<file path="src/rtl/pcs_tx_oset_ctrl_if.sv">
// GMII transmit and encoder-side signal bundle for pcs_tx_oset_ctrl.
// The master drives GMII and the encoder acknowledge; the slave is the ordered-set controller.
interface pcs_tx_oset_ctrl_if;
  logic       TX_EN;
  logic       TX_ER;
  logic [7:0] TXD;
  logic       receiving;
  logic       tx_oset_indicate;
  logic [7:0] tx_o_set;
  logic       tx_even;
  logic       transmitting;
  logic       COL;

  modport master (
    output TX_EN, TX_ER, TXD, receiving, tx_oset_indicate,
    input  tx_o_set, tx_even, transmitting, COL
  );

  modport slave (
    input  TX_EN, TX_ER, TXD, receiving, tx_oset_indicate,
    output tx_o_set, tx_even, transmitting, COL
  );
endinterface

</file>
<file path="src/rtl/pcs_tx_oset_ctrl.sv">
// PCS transmit ordered-set process: GMII TX_EN/TX_ER/TXD to /I/ /S/ data /V/ /T/ /R/ octets.
// Define PCS_TX_CNT_EN to add saturating /T/ and /V/ statistics counters.
module pcs_tx_oset_ctrl #(
  parameter int unsigned CNT_W = 16
) (
  input  logic              GTX_CLK,
  input  logic              RESET,
  pcs_tx_oset_ctrl_if.slave bus
`ifdef PCS_TX_CNT_EN
  ,
  output logic [CNT_W-1:0]  tx_pkt_cnt,
  output logic [CNT_W-1:0]  tx_err_cnt
`endif
);

  localparam logic [7:0] K28_5 = 8'hBC;
  localparam logic [7:0] D16_2 = 8'h50;
  localparam logic [7:0] K27_7 = 8'hFB;
  localparam logic [7:0] K29_7 = 8'hFD;
  localparam logic [7:0] K23_7 = 8'hF7;
  localparam logic [7:0] K30_7 = 8'hFE;

  typedef enum logic [3:0] {
    IDLE_K, IDLE_D, SOP, PKT, ERR, EOP_T, EPD_R1, CEXT, EPD_R2
  } state_t;

  state_t     state;
  logic [7:0] oset;
  logic       even;
  logic       xmit;
  logic       col;

  always_ff @(posedge GTX_CLK or posedge RESET) begin
    if (RESET) begin
      state <= IDLE_K;
      oset  <= K28_5;
      even  <= 1'b1;
      xmit  <= 1'b0;
      col   <= 1'b0;
`ifdef PCS_TX_CNT_EN
      tx_pkt_cnt <= '0;
      tx_err_cnt <= '0;
`endif
    end else begin
      col <= xmit & bus.receiving;
      if (bus.tx_oset_indicate) begin
        even <= ~even;
        case (state)
          IDLE_K: begin
            state <= IDLE_D;
            oset  <= D16_2;
          end
          IDLE_D: begin
            if (bus.TX_EN) begin
              state <= SOP;
              oset  <= K27_7;
              xmit  <= 1'b1;
            end else begin
              state <= IDLE_K;
              oset  <= K28_5;
              even  <= 1'b1;
            end
          end
          SOP, PKT, ERR: begin
            if (!bus.TX_EN) begin
              state <= EOP_T;
              oset  <= K29_7;
`ifdef PCS_TX_CNT_EN
              if (tx_pkt_cnt != '1) tx_pkt_cnt <= tx_pkt_cnt + CNT_W'(1);
`endif
            end else if (bus.TX_ER) begin
              state <= ERR;
              oset  <= K30_7;
`ifdef PCS_TX_CNT_EN
              if (tx_err_cnt != '1) tx_err_cnt <= tx_err_cnt + CNT_W'(1);
`endif
            end else begin
              state <= PKT;
              oset  <= bus.TXD;
            end
          end
          EOP_T: begin
            state <= EPD_R1;
            oset  <= K23_7;
            xmit  <= 1'b0;
          end
          EPD_R1, CEXT: begin
            // Extension is entered only from R1 with TX_EN low, but held on TX_ER alone.
            // Leaving from an odd slot goes straight to idle, otherwise a second /R/ pads it.
            if ((state == CEXT) ? bus.TX_ER : (!bus.TX_EN && bus.TX_ER)) begin
              state <= CEXT;
              oset  <= K23_7;
            end else if (even) begin
              state <= EPD_R2;
              oset  <= K23_7;
            end else begin
              state <= IDLE_K;
              oset  <= K28_5;
              even  <= 1'b1;
            end
          end
          default: begin
            state <= IDLE_K;
            oset  <= K28_5;
            even  <= 1'b1;
          end
        endcase
      end
    end
  end

  assign bus.tx_o_set     = oset;
  assign bus.tx_even      = even;
  assign bus.transmitting = xmit;
  assign bus.COL          = col;

endmodule
</file>
<file path="src/flat_wrapper.sv">
// flat-port wrapper written by rule: the top's interface ports become plain ports
module pcs_tx_oset_ctrl_flat 
#(
  parameter int unsigned CNT_W = 16
)
  (GTX_CLK, RESET, bus_TX_EN, bus_TX_ER, bus_TXD, bus_receiving, bus_tx_oset_indicate, bus_tx_o_set, bus_tx_even, bus_transmitting, bus_COL);
  pcs_tx_oset_ctrl_if bus_i ();
  input  logic GTX_CLK;
  input  logic RESET;
  input wire logic [$bits(bus_i.TX_EN)-1:0] bus_TX_EN;
  input wire logic [$bits(bus_i.TX_ER)-1:0] bus_TX_ER;
  input wire logic [$bits(bus_i.TXD)-1:0] bus_TXD;
  input wire logic [$bits(bus_i.receiving)-1:0] bus_receiving;
  input wire logic [$bits(bus_i.tx_oset_indicate)-1:0] bus_tx_oset_indicate;
  output wire logic [$bits(bus_i.tx_o_set)-1:0] bus_tx_o_set;
  output wire logic [$bits(bus_i.tx_even)-1:0] bus_tx_even;
  output wire logic [$bits(bus_i.transmitting)-1:0] bus_transmitting;
  output wire logic [$bits(bus_i.COL)-1:0] bus_COL;
  assign bus_i.TX_EN = bus_TX_EN;
  assign bus_i.TX_ER = bus_TX_ER;
  assign bus_i.TXD = bus_TXD;
  assign bus_i.receiving = bus_receiving;
  assign bus_i.tx_oset_indicate = bus_tx_oset_indicate;
  assign bus_tx_o_set = bus_i.tx_o_set;
  assign bus_tx_even = bus_i.tx_even;
  assign bus_transmitting = bus_i.transmitting;
  assign bus_COL = bus_i.COL;
  pcs_tx_oset_ctrl #(.CNT_W(CNT_W)) u_core (.GTX_CLK(GTX_CLK), .RESET(RESET), .bus(bus_i));
endmodule
</file>
<file path="config.mk">
export PLATFORM = sky130hd
export DESIGN_NAME = pcs_tx_oset_ctrl_flat
export DESIGN_NICKNAME = d
export VERILOG_FILES = /design/src/rtl/pcs_tx_oset_ctrl_if.sv /design/src/rtl/pcs_tx_oset_ctrl.sv /design/src/flat_wrapper.sv
export SDC_FILE = /design/constraint.sdc
export NUM_CORES = 1
export LEC_CHECK = 0
export ABC_AREA = 1
export BUFFER_PORTS_ARGS = -buffer_cell sky130_fd_sc_hd__buf_2
export CORE_ASPECT_RATIO = 0.8
export CORE_MARGIN = 2
export CORE_UTILIZATION = 40
export CTS_CLUSTER_SIZE = 8
export DETAILED_ROUTE_END_ITERATION = 10
export RECOVER_POWER = 25
export REMOVE_ABC_BUFFERS = 1
export SLEW_MARGIN = 20
export SYNTH_ARGS = -nofsm -noshare
export SYNTH_HDL_FRONTEND = slang
export SYNTH_SLANG_ARGS = --single-unit
</file>
<file path="constraint.sdc">
create_clock -name GTX_CLK -period 2.6 [get_ports GTX_CLK]
set_input_delay 0.39 -clock GTX_CLK [delete_from_list [all_inputs] [get_ports GTX_CLK]]
set_output_delay 0.39 -clock GTX_CLK [all_outputs]
set_load 0.02 [all_outputs]
</file>
After elaboration in Yosys (flattened, before gate mapping)
Cells that the tools add are included.
{"block": "totals", "register_bits": 15, "latch_bits": 0, "mem_bits_rw": 0, "mem_bits_ro": 0, "out_inout_bits": 11, "n_memories": 0}
{"block": "classes", "n_addsub": 0, "multipliers": 0, "div_mod_pow": 0, "order_cmp": 0, "eq_ne": 8, "n_shift": 0, "mux": 19, "bitwise": 2, "reduce_logical": 8}
{"operator": "$pmux W8 S5", "count": 1}
{"operator": "$mux W8", "count": 3}
{"operator": "$pmux W4 S5", "count": 1}
{"operator": "$eq A4 B3 Y1 const B", "count": 4}
{"operator": "$mux W7", "count": 2}
{"operator": "$mux W4", "count": 3}
{"operator": "$eq A4 B2 Y1 const B", "count": 2}
{"operator": "$mux W1", "count": 5}
{"operator": "$reduce_or A5 Y1", "count": 1}
{"operator": "$eq A4 B1 Y1 const B", "count": 1}
{"operator": "$logic_not A4 Y1", "count": 1}
{"operator": "$mux W3", "count": 1}
{"operator": "$pmux W1 S3", "count": 1}
{"operator": "$reduce_and A3 Y1", "count": 1}
{"operator": "$reduce_or A3 Y1", "count": 1}
{"operator": "$mux W2", "count": 1}
{"operator": "$ne A2 B2 Y1 const B", "count": 1}
{"operator": "$pmux W1 S2", "count": 1}
{"operator": "$reduce_bool A2 Y1", "count": 1}
{"operator": "$reduce_or A2 Y1", "count": 1}
{"operator": "$and A1 B1 Y1", "count": 1}
{"operator": "$logic_and A1 B1 Y1", "count": 1}
{"operator": "$logic_not A1 Y1", "count": 1}
{"operator": "$not A1 Y1", "count": 1}

Logic depth before layout (Yosys ltp)
Gate-level depths: netlist (run 1).
{"block": "depth", "word_depth": 5, "mapped_depth": 9}

Worst setup path after synthesis (run 1)
Ideal clock, no wire load.
{"block": "synth_path", "kind": "register -> register", "startpoint": "reg u_core.state[2]", "endpoint": "reg u_core.oset[0] (netlist: u_core.bus.tx_o_set[0])", "setup_time_ns": 0.116, "arrival_ns": 1.043, "required_time_ns": 2.484, "slack_ns": 1.440, "stages_incl_launch_ff": 10, "period_less_slack_ns": 1.160, "path_cell_list": "dfrtp_1 -> inv_1 -> nor2_1 -> nand2_1 -> nand2_1 -> nand3_1 -> nand2_1 -> nand3_1 -> nand2_1 -> nand2_1"}
{"block": "synth_via", "elab_chain_len": 4}
{"item": "from (decl)", "line_no": "pcs_tx_oset_ctrl.sv:27", "source": "state_t state;"}
{"item": "from (signal assigned)", "line_no": "pcs_tx_oset_ctrl.sv:35", "source": "state <= IDLE_K;"}
{"item": "from (signal assigned)", "line_no": "pcs_tx_oset_ctrl.sv:50", "source": "state <= IDLE_D;"}
{"item": "from (signal assigned)", "line_no": "pcs_tx_oset_ctrl.sv:55", "source": "state <= SOP;"}
{"item": "$eq A4 B3 Y1", "line_no": "pcs_tx_oset_ctrl.sv:48, pcs_tx_oset_ctrl.sv:90"}
{"item": "$mux W1", "line_no": "pcs_tx_oset_ctrl.sv:90", "source": "if ((state == CEXT) ? bus.TX_ER : (!bus.TX_EN && bus.TX_ER)) begin"}
{"item": "$mux W8", "line_no": "pcs_tx_oset_ctrl.sv:90"}
{"item": "$pmux W8 S5 (*)", "line_no": "pcs_tx_oset_ctrl.sv:48", "source": "case (state)"}
{"item": "to (signal assigned)", "line_no": "pcs_tx_oset_ctrl.sv:79", "source": "oset <= bus.TXD;"}
{"item": "to (decl)", "line_no": "pcs_tx_oset_ctrl.sv:28", "source": "logic [7:0] oset;"}
Every way passes the cells marked *; elsewhere a longest branch is shown, timed or not.
A chain may end at the register's enable or synchronous reset.

Final worst setup path (run 1)
{"block": "layout_path", "startpoint": "reg u_core.even (netlist: u_core.bus.tx_even)", "endpoint": "out bus_tx_even"}
{"item": "from (decl)", "line_no": "pcs_tx_oset_ctrl.sv:29", "source": "logic even;"}
{"item": "from (signal assigned)", "line_no": "pcs_tx_oset_ctrl.sv:47", "source": "even <= ~even;"}
{"item": "to (decl)", "line_no": "flat_wrapper.sv:16", "source": "output wire logic [$bits(bus_i.tx_even)-1:0] bus_tx_even;"}
No word-level cell between the ends.

==> flow_summary_export.csv, run 1 <==
group,metric,value,unit
outcome,run_status,"finished clean",
run,drv.max_cap_violation_count,0,
global_routing,grt_antenna_before_repair,0,
finish,final_net_count,170,
critical_path,cp.buffers_inverters,1,
global_routing,global_route.usage.total,16.8,%
finish,finished_core_util,49.2,%
die,die_width,57.3,um
die,fp-row-count,15,
power,worst_ir_drop_vdd,0.000622,V
synthesis,simple_gate_area_share_of_the_yosys_netlist,37.1,%
power,power_density,1110,nW/um2
global_routing,globalRouteOverflowTotal,0,
synthesis,synth_top_family_by_area,"simple AND/OR/NAND/NOR gates",
timing,timing_hold_violations_final,0,
synthesis,synth.mux.area_fraction,0,%
cts,post-cts-setup-buffers,0,
finish,diodes,0,
synthesis,synthMostInstantiatedCell,"sky130_fd_sc_hd__nand2_1",
timing,setup-tns-final,0,ns
cts,numCtsBuffers,3,
routing,routed_wl,1990,um
cts,clk_path_buf_depth,2,
die,pin_count,25,
synthesis,cell_area_after_synthesis,908,um2
cts,cts.root.buffer_cell,"sky130_fd_sc_hd__clkbuf_4",
synthesis,synth_common_cells,"sky130_fd_sc_hd__nand2_1 (37), sky130_fd_sc_hd__nor2_1 (18), sky130_fd_sc_hd__inv_1 (16), sky130_fd_sc_hd__nand3_1 (15), sky130_fd_sc_hd__dfrtp_1 (9)",
critical_path,cp_top_family,"flip-flops",
synthesis,synth_cell_type_count,24,
power,p_total,1.18,mW
worst_hold_path,kind_of_path_behind_the_tightest_hold_check,"in2async",
routing,route.detailed.wl_per_inst,11.0,um
timing,grt_setup_unrepaired,"false",
placement,place.detailed.hpwl,1580,um
power,cellLeakagePower,0.587,nW
cts,postCtsHoldBufs,0,
synthesis,ys_ff_latch,15,
timing,setup-violations-final,0,
placement,gpl.final_weighted_congestion,0.907,
finish,area.growth.synth_to_final,16.8,%
critical_path,worst_setup_ep_type,"primary output",
routing,num_vias,892,
synthesis,netlist.area_leader.share,24.8,%
critical_path,cp_data_arrival_time,1.02,ns
cts,worst_setup_hold_path_clk_slew,0.08,ns
cts,clock_sink_count,15,
timing,worst_slew_pin_slew,0.571,ns
timing,final.setup_skew,0.000852,ns
die,floorplan.die_area,2670,um2
critical_path,maximum_cell_stage_delay_along_the_critical_path,0.57,ns
synthesis,postSynth.asyncResetShare,100,%
critical_path,critical_path_class,"reg2out",
synthesis,mean_instance_size_in_the_synthesized_netlist,6.99,um2
routing,remaining_drc_errors,0,
cts,clock_tree_from_tritoncts,"built",
critical_path,critical_path.cell_chain,"buf_2",
synthesis,yosysSeqAreaShare,42.1,%
timing,fmaxAchievable,0.710,GHz
routing,antenna_violating_nets_post_route,0,
critical_path,cpMaxStageDelayCell,"sky130_fd_sc_hd__dfstp_2",
synthesis,synth_fa_ha_area_share,0,%
routing,drt_first_iter_violations,25,
finish,final-seq-area,383,um2
cts,clock_latency_of_the_later_clocked_register_in_the_worst_skew_pair,0.28,ns
synthesis,yosys_warnings,0,
die,die_y,46.6,um
timing,slew_viol_final,0,
cts,ctsResizeCount,0,
synthesis,syn-instance-count,130,
die,core_region_area,2160,um2
global_routing,grt_first_pass_wirelength,3370,um
placement,port-buffer-count,24,
synthesis,synth_compound_area_share,10.5,%
synthesis,synth.largest_area_cell,"sky130_fd_sc_hd__dfrtp_1",
timing,final_period_minus_worst_setup_slack,1.41,ns
global_routing,first_global_vias,750,
synthesis,yosys.area_share.xor_xnor,0,%
routing,drt-vias-per-instance,4.96,
synthesis,synth_enable_flop_cells,0,
die,initial_utilization,42.1,%
routing,detailedRoute.firstPassIterationCount,4,
finish,drive_gt1_share,27.1,%
critical_path,critical_path.startpoint_type,"flop",
cts,ctsHtreeMaxLevel,1,
finish,nFillCells,219,
synthesis,netlist_top_cells_area,"sky130_fd_sc_hd__dfrtp_1 (25%), sky130_fd_sc_hd__dfstp_2 (17%), sky130_fd_sc_hd__nand2_1 (15%)",
timing,final_min_period_over_clock_period,54.2,%
critical_path,path_max_fanout,5,
timing,max_slew_margin,61.9,%
synthesis,dominantRegCellSynth,"sky130_fd_sc_hd__dfrtp_1",
critical_path,cp_data_required_time,2.21,ns
timing,finalHoldWorstSlack,0.150,ns
finish,multi_input_gate_area,432,um2
global_routing,maximum_number_of_pins_on_one_net_before_global_route_repair,18,
final timing paths:
check                           slack, ns  cells after the start                      end              startpoint
min in group GTX_CLK                 0.29                      3           u_core.bus.COL           bus_receiving
worst max register to register       1.27                      7          u_core.state[0]         u_core.state[1]
worst max-delay path                 1.19                      1              bus_tx_even      u_core.bus.tx_even
worst min register to register       0.48                      2   u_core.bus.tx_o_set[0]  u_core.bus.tx_o_set[0]
max in group asynchronous            2.07                      2   u_core.bus.tx_o_set[5]                   RESET
worst min-delay path                 0.15                      2  u_core.bus.transmitting                   RESET
layout make-up:
type                    count  share of cell area, %
multi-input cells          94                   40.7
flip-flops and latches     15                   36.1
repair buffers             24                   11.3
inverters                  18                   6.49
well taps                  25                   2.95
clock buffers               4                   2.48
flip-flops by register name, indices dropped and copies added, names as in the netlist:
| name | cells |
|---|---|
| u_core.bus.COL | 1 |
| u_core.bus.transmitting | 1 |
| u_core.state | 4 |
| u_core.bus.tx_o_set | 8 |
| u_core.bus.tx_even | 1 |
logic make-up (layout without fill, tap and decap cells):
family,after synthesis,in the layout
flops,15,15
buf+inv,21,46
compound gates,16,16
simple gates,78,78
report_power, final:
| group | internal (mW) | switching (mW) | total (mW) |
|---|---|---|---|
| clock network | 0.0596 | 0.0711 | 0.131 |
| registers | 0.356 | 0.0740 | 0.430 |
| logic | 0.216 | 0.398 | 0.615 |
stage by stage:
step | cells | setup slack, ns | cell area, um2
finish | 180 | 1.19 | 1060
detailed placement | 176 | 1.26 | 1030
global route | 180 | 1.15 | 1060
floorplan | 127 | 1.44 | 883
global placement | 176 | 1.29 | 1030
CTS | 180 | 1.18 | 1060
placed cells by master (no fill, tap or decap), types with 2 or more instances in the layout:
| master | n |
|---|---|
| sky130_fd_sc_hd__a21oi_1 | 3 |
| sky130_fd_sc_hd__buf_2 | 24 |
| sky130_fd_sc_hd__clkbuf_4 | 3 |
| sky130_fd_sc_hd__dfrtp_1 | 9 |
| sky130_fd_sc_hd__dfstp_2 | 6 |
| sky130_fd_sc_hd__inv_1 | 16 |
| sky130_fd_sc_hd__nand2_1 | 37 |
| sky130_fd_sc_hd__nand2_2 | 2 |
| sky130_fd_sc_hd__nand3_1 | 15 |
| sky130_fd_sc_hd__nor2_1 | 18 |
| sky130_fd_sc_hd__o21ai_0 | 8 |
| sky130_fd_sc_hd__o21ai_2 | 2 |
per-layer routing:
metal / up-vias / routed length (um) / GRT usage (%)
li1: 464 / - / -
met1: 398 / 1060 / 26.0
met2: 28 / 807 / 23.0
met3: 2 / 97 / 2.53
met4: 0 / 20 / 6.98
met5: - / 0 / 0
Note: power is estimated with default switching activity, not from simulation.
==> run 2, diff against run 1 <==
- clock period: 2.6 -> 1.36 ns (I/O delays scaled with it)
==> flow_summary_export.csv, run 2 (same netlist as run 1, synthesis figures left out) <==
group,metric,value,unit
outcome,run_status,"finished clean",
critical_path,cp_data_required_time,1.55,ns
cts,clk_path_buf_depth,2,
routing,remaining_drc_errors,0,
routing,num_vias,935,
power,power.share.switching,47.3,%
global_routing,maximum_number_of_pins_on_one_net_before_global_route_repair,16,
timing,setup-violations-final,0,
finish,nFillCells,202,
cts,numCtsBuffers,3,
placement,port-buffer-count,24,
critical_path,worst_setup_ep_type,"flop",
power,power.share.combinational,53.1,%
timing,finalWorstSetupSlack,0.0732,ns
power,power_internal,1.27,mW
routing,drt_first_iter_violations,43,
timing,timing_hold_violations_final,0,
cts,ctsHtreeMaxLevel,1,
critical_path,maximum_cell_stage_delay_along_the_critical_path,0.41,ns
power,power_switching,1.14,mW
die,pin_count,25,
power,cellLeakagePower,0.604,nW
placement,numPlacedInstances,178,
critical_path,timing.reg2reg.setup_slack,0.07,ns
critical_path,critical_path_class,"reg2reg",
critical_path,critPathLaunch,"u_core.state[2]",
routing,routed_wl,2240,um
critical_path,worstSetupEndpoint,"u_core.state[1]",
cts,clock_tree_from_tritoncts,"built",
global_routing,first_global_vias,761,
finish,largest_register_ff_count,8,
timing,final_period_minus_worst_setup_slack,1.29,ns
critical_path,cp_data_arrival_time,1.48,ns
finish,final_net_count,174,
die,core_region_area,2160,um2
routing,drt-vias-per-instance,5.08,
finish,drive_gt1_share,33.3,%
die,die_y,46.6,um
run,drv.max_cap_violation_count,0,
routing,antenna_violating_nets_post_route,0,
power,power_density,2130,nW/um2
cts,cts.root.buffer_cell,"sky130_fd_sc_hd__clkbuf_4",
power,clock_power_share,11.8,%
die,die_width,57.3,um
critical_path,cp_top_family,"simple AND/OR/NAND/NOR gates",
global_routing,globalRouteOverflowTotal,0,
placement,place.detailed.hpwl,1650,um
power,seq_power_share,35.1,%
timing,fmaxAchievable,0.777,GHz
timing,final.setup_skew,0.00701,ns
finish,most_common_cell_after_layout_fill_and_taps_aside,"sky130_fd_sc_hd__nand2_1",
cts,clock_latency_of_the_later_clocked_register_in_the_worst_skew_pair,0.30,ns
critical_path,critical-path-top-cell-by-count,"sky130_fd_sc_hd__nand2_1",
global_routing,grt_antenna_before_repair,0,
die,floorplan.die_area,2670,um2
critical_path,cp.buffers_inverters,1,
critical_path,depth_of_the_worst_register_to_register_path,8,
worst_hold_path,kind_of_path_behind_the_tightest_hold_check,"in2reg",
critical_path,critical_path.startpoint_type,"flop",
finish,finished_core_util,52.2,%
finish,area.growth.synth_to_final,24.1,%
placement,gpl.final_weighted_congestion,0.878,
finish,layoutNonFillerInstCount,184,
routing,route.detailed.wl_per_inst,12.2,um
critical_path,cpMaxStageDelayCell,"sky130_fd_sc_hd__dfrtp_1",
critical_path,critical_path.cell_chain,"inv_1 -> nor2_2 -> nand2_1 -> nand2_1 -> nand3_1 -> nand2_1 -> o21ai_1 -> nand2_1",
global_routing,global_route.usage.total,18.2,%
timing,max_slew_margin,60.2,%
timing,worst_slew_pin_slew,0.597,ns
critical_path,path_max_fanout,3,
cts,worst_setup_hold_path_clk_slew,0.10,ns
critical_path,worstSetupPathDepth,8,
cts,clock_sink_count,15,
die,initial_utilization,42.1,%
global_routing,grt_first_pass_wirelength,3520,um
placement,detailedPlace.worstSlack,0.0137,ns
finish,final_cell_mix,"sky130_fd_sc_hd__nand2_1 (36), sky130_fd_sc_hd__buf_2 (24), sky130_fd_sc_hd__inv_1 (16), sky130_fd_sc_hd__nor2_1 (16), sky130_fd_sc_hd__nand3_1 (14)",
critical_path,reg2reg_from,"u_core.state[2]",
timing,final_min_period_over_clock_period,94.6,%
critical_path,timing.rr.end,"u_core.state[1]",
timing,finalHoldWorstSlack,0.0815,ns
finish,diodes,0,
routing,detailedRoute.firstPassIterationCount,4,
power,worst_ir_drop_vdd,0.000989,V
timing,slew_viol_final,0,
die,fp-row-count,15,
-- run 2: per-stage QoR --
step           setup TNS, ns  instance area (um2)  total power, mW
2_1_floorplan              0                  883             1.69
3_3_place_gp               0                 1050             2.02
3_5_place_dp               0                 1050             2.02
4_1_cts                    0                 1100             2.34
5_1_grt           -0.0000134                 1130             2.61
6_report                   0                 1130             2.40
-- run 2: power by group through the flow --
stage | Combinational (mW) | Clock [mW] | Sequential (mW)
after floorplan | 0.688 | 0 | 1.00
after global placement | 1.19 | 0 | 0.827
after detailed placement | 1.19 | 0 | 0.834
after CTS | 1.22 | 0.294 | 0.823
after global routing | 1.42 | 0.321 | 0.869
final | 1.27 | 0.283 | 0.843
-- run 2: what timing repair did --
action / in CTS / in global routing
buffers inserted: 1 / 0
cloned: 0 / 0
endpoints found under the setup margin: 1 / 9
hold endpoints to repair: 9 / 0
resized for setup: 0 / 10
hold buffers: 1 / 0
-- run 2: worst min-delay path by stage --
stage | startpoint | end | slack, ns | cells past startpoint
after global routing | bus_receiving | u_core.bus.COL | 0.08 | 3
after global placement | RESET | u_core.bus.transmitting | 0.30 | 2
after detailed placement | RESET | u_core.bus.transmitting | 0.30 | 2
after CTS | bus_receiving | u_core.bus.COL | 0.08 | 3
after floorplan | RESET | u_core.bus.COL | 0.10 | 1
final | bus_receiving | u_core.bus.COL | 0.08 | 3
-- run 2: worst min-delay path, cell delays in order --
cell	delay [ns]
sky130_fd_sc_hd__buf_2	0.07
sky130_fd_sc_hd__nand2_1	0.04
sky130_fd_sc_hd__inv_1	0.04
-- run 2: area by class of cell --
| class | instances | area (um2) | share of cell area, % |
|---|---|---|---|
| Timing Repair Buffer | 28 | 153 | 13.5 |
| Sequential cell | 15 | 387 | 34.3 |
| Multi-Input combinational cell | 94 | 458 | 40.6 |
| Clock inverter | 1 | 7.51 | 0.666 |
| Tap cell | 25 | 31.3 | 2.77 |
| Clock buffer | 3 | 22.5 | 2.00 |
| Inverter | 18 | 68.8 | 6.10 |
-- run 2: metal layers --
metal / up-vias / GRT usage [%] / wire [um] / share of wire (%)
li1: 469 / - / - / -
met1: 422 / 25.3 / 1080 / 48
met2: 42 / 26.7 / 932 / 42
met3: 2 / 6.46 / 215 / 9.6
met4: 0 / 5.58 / 14 / 0.63
met5: - / 0 / 0 / 0
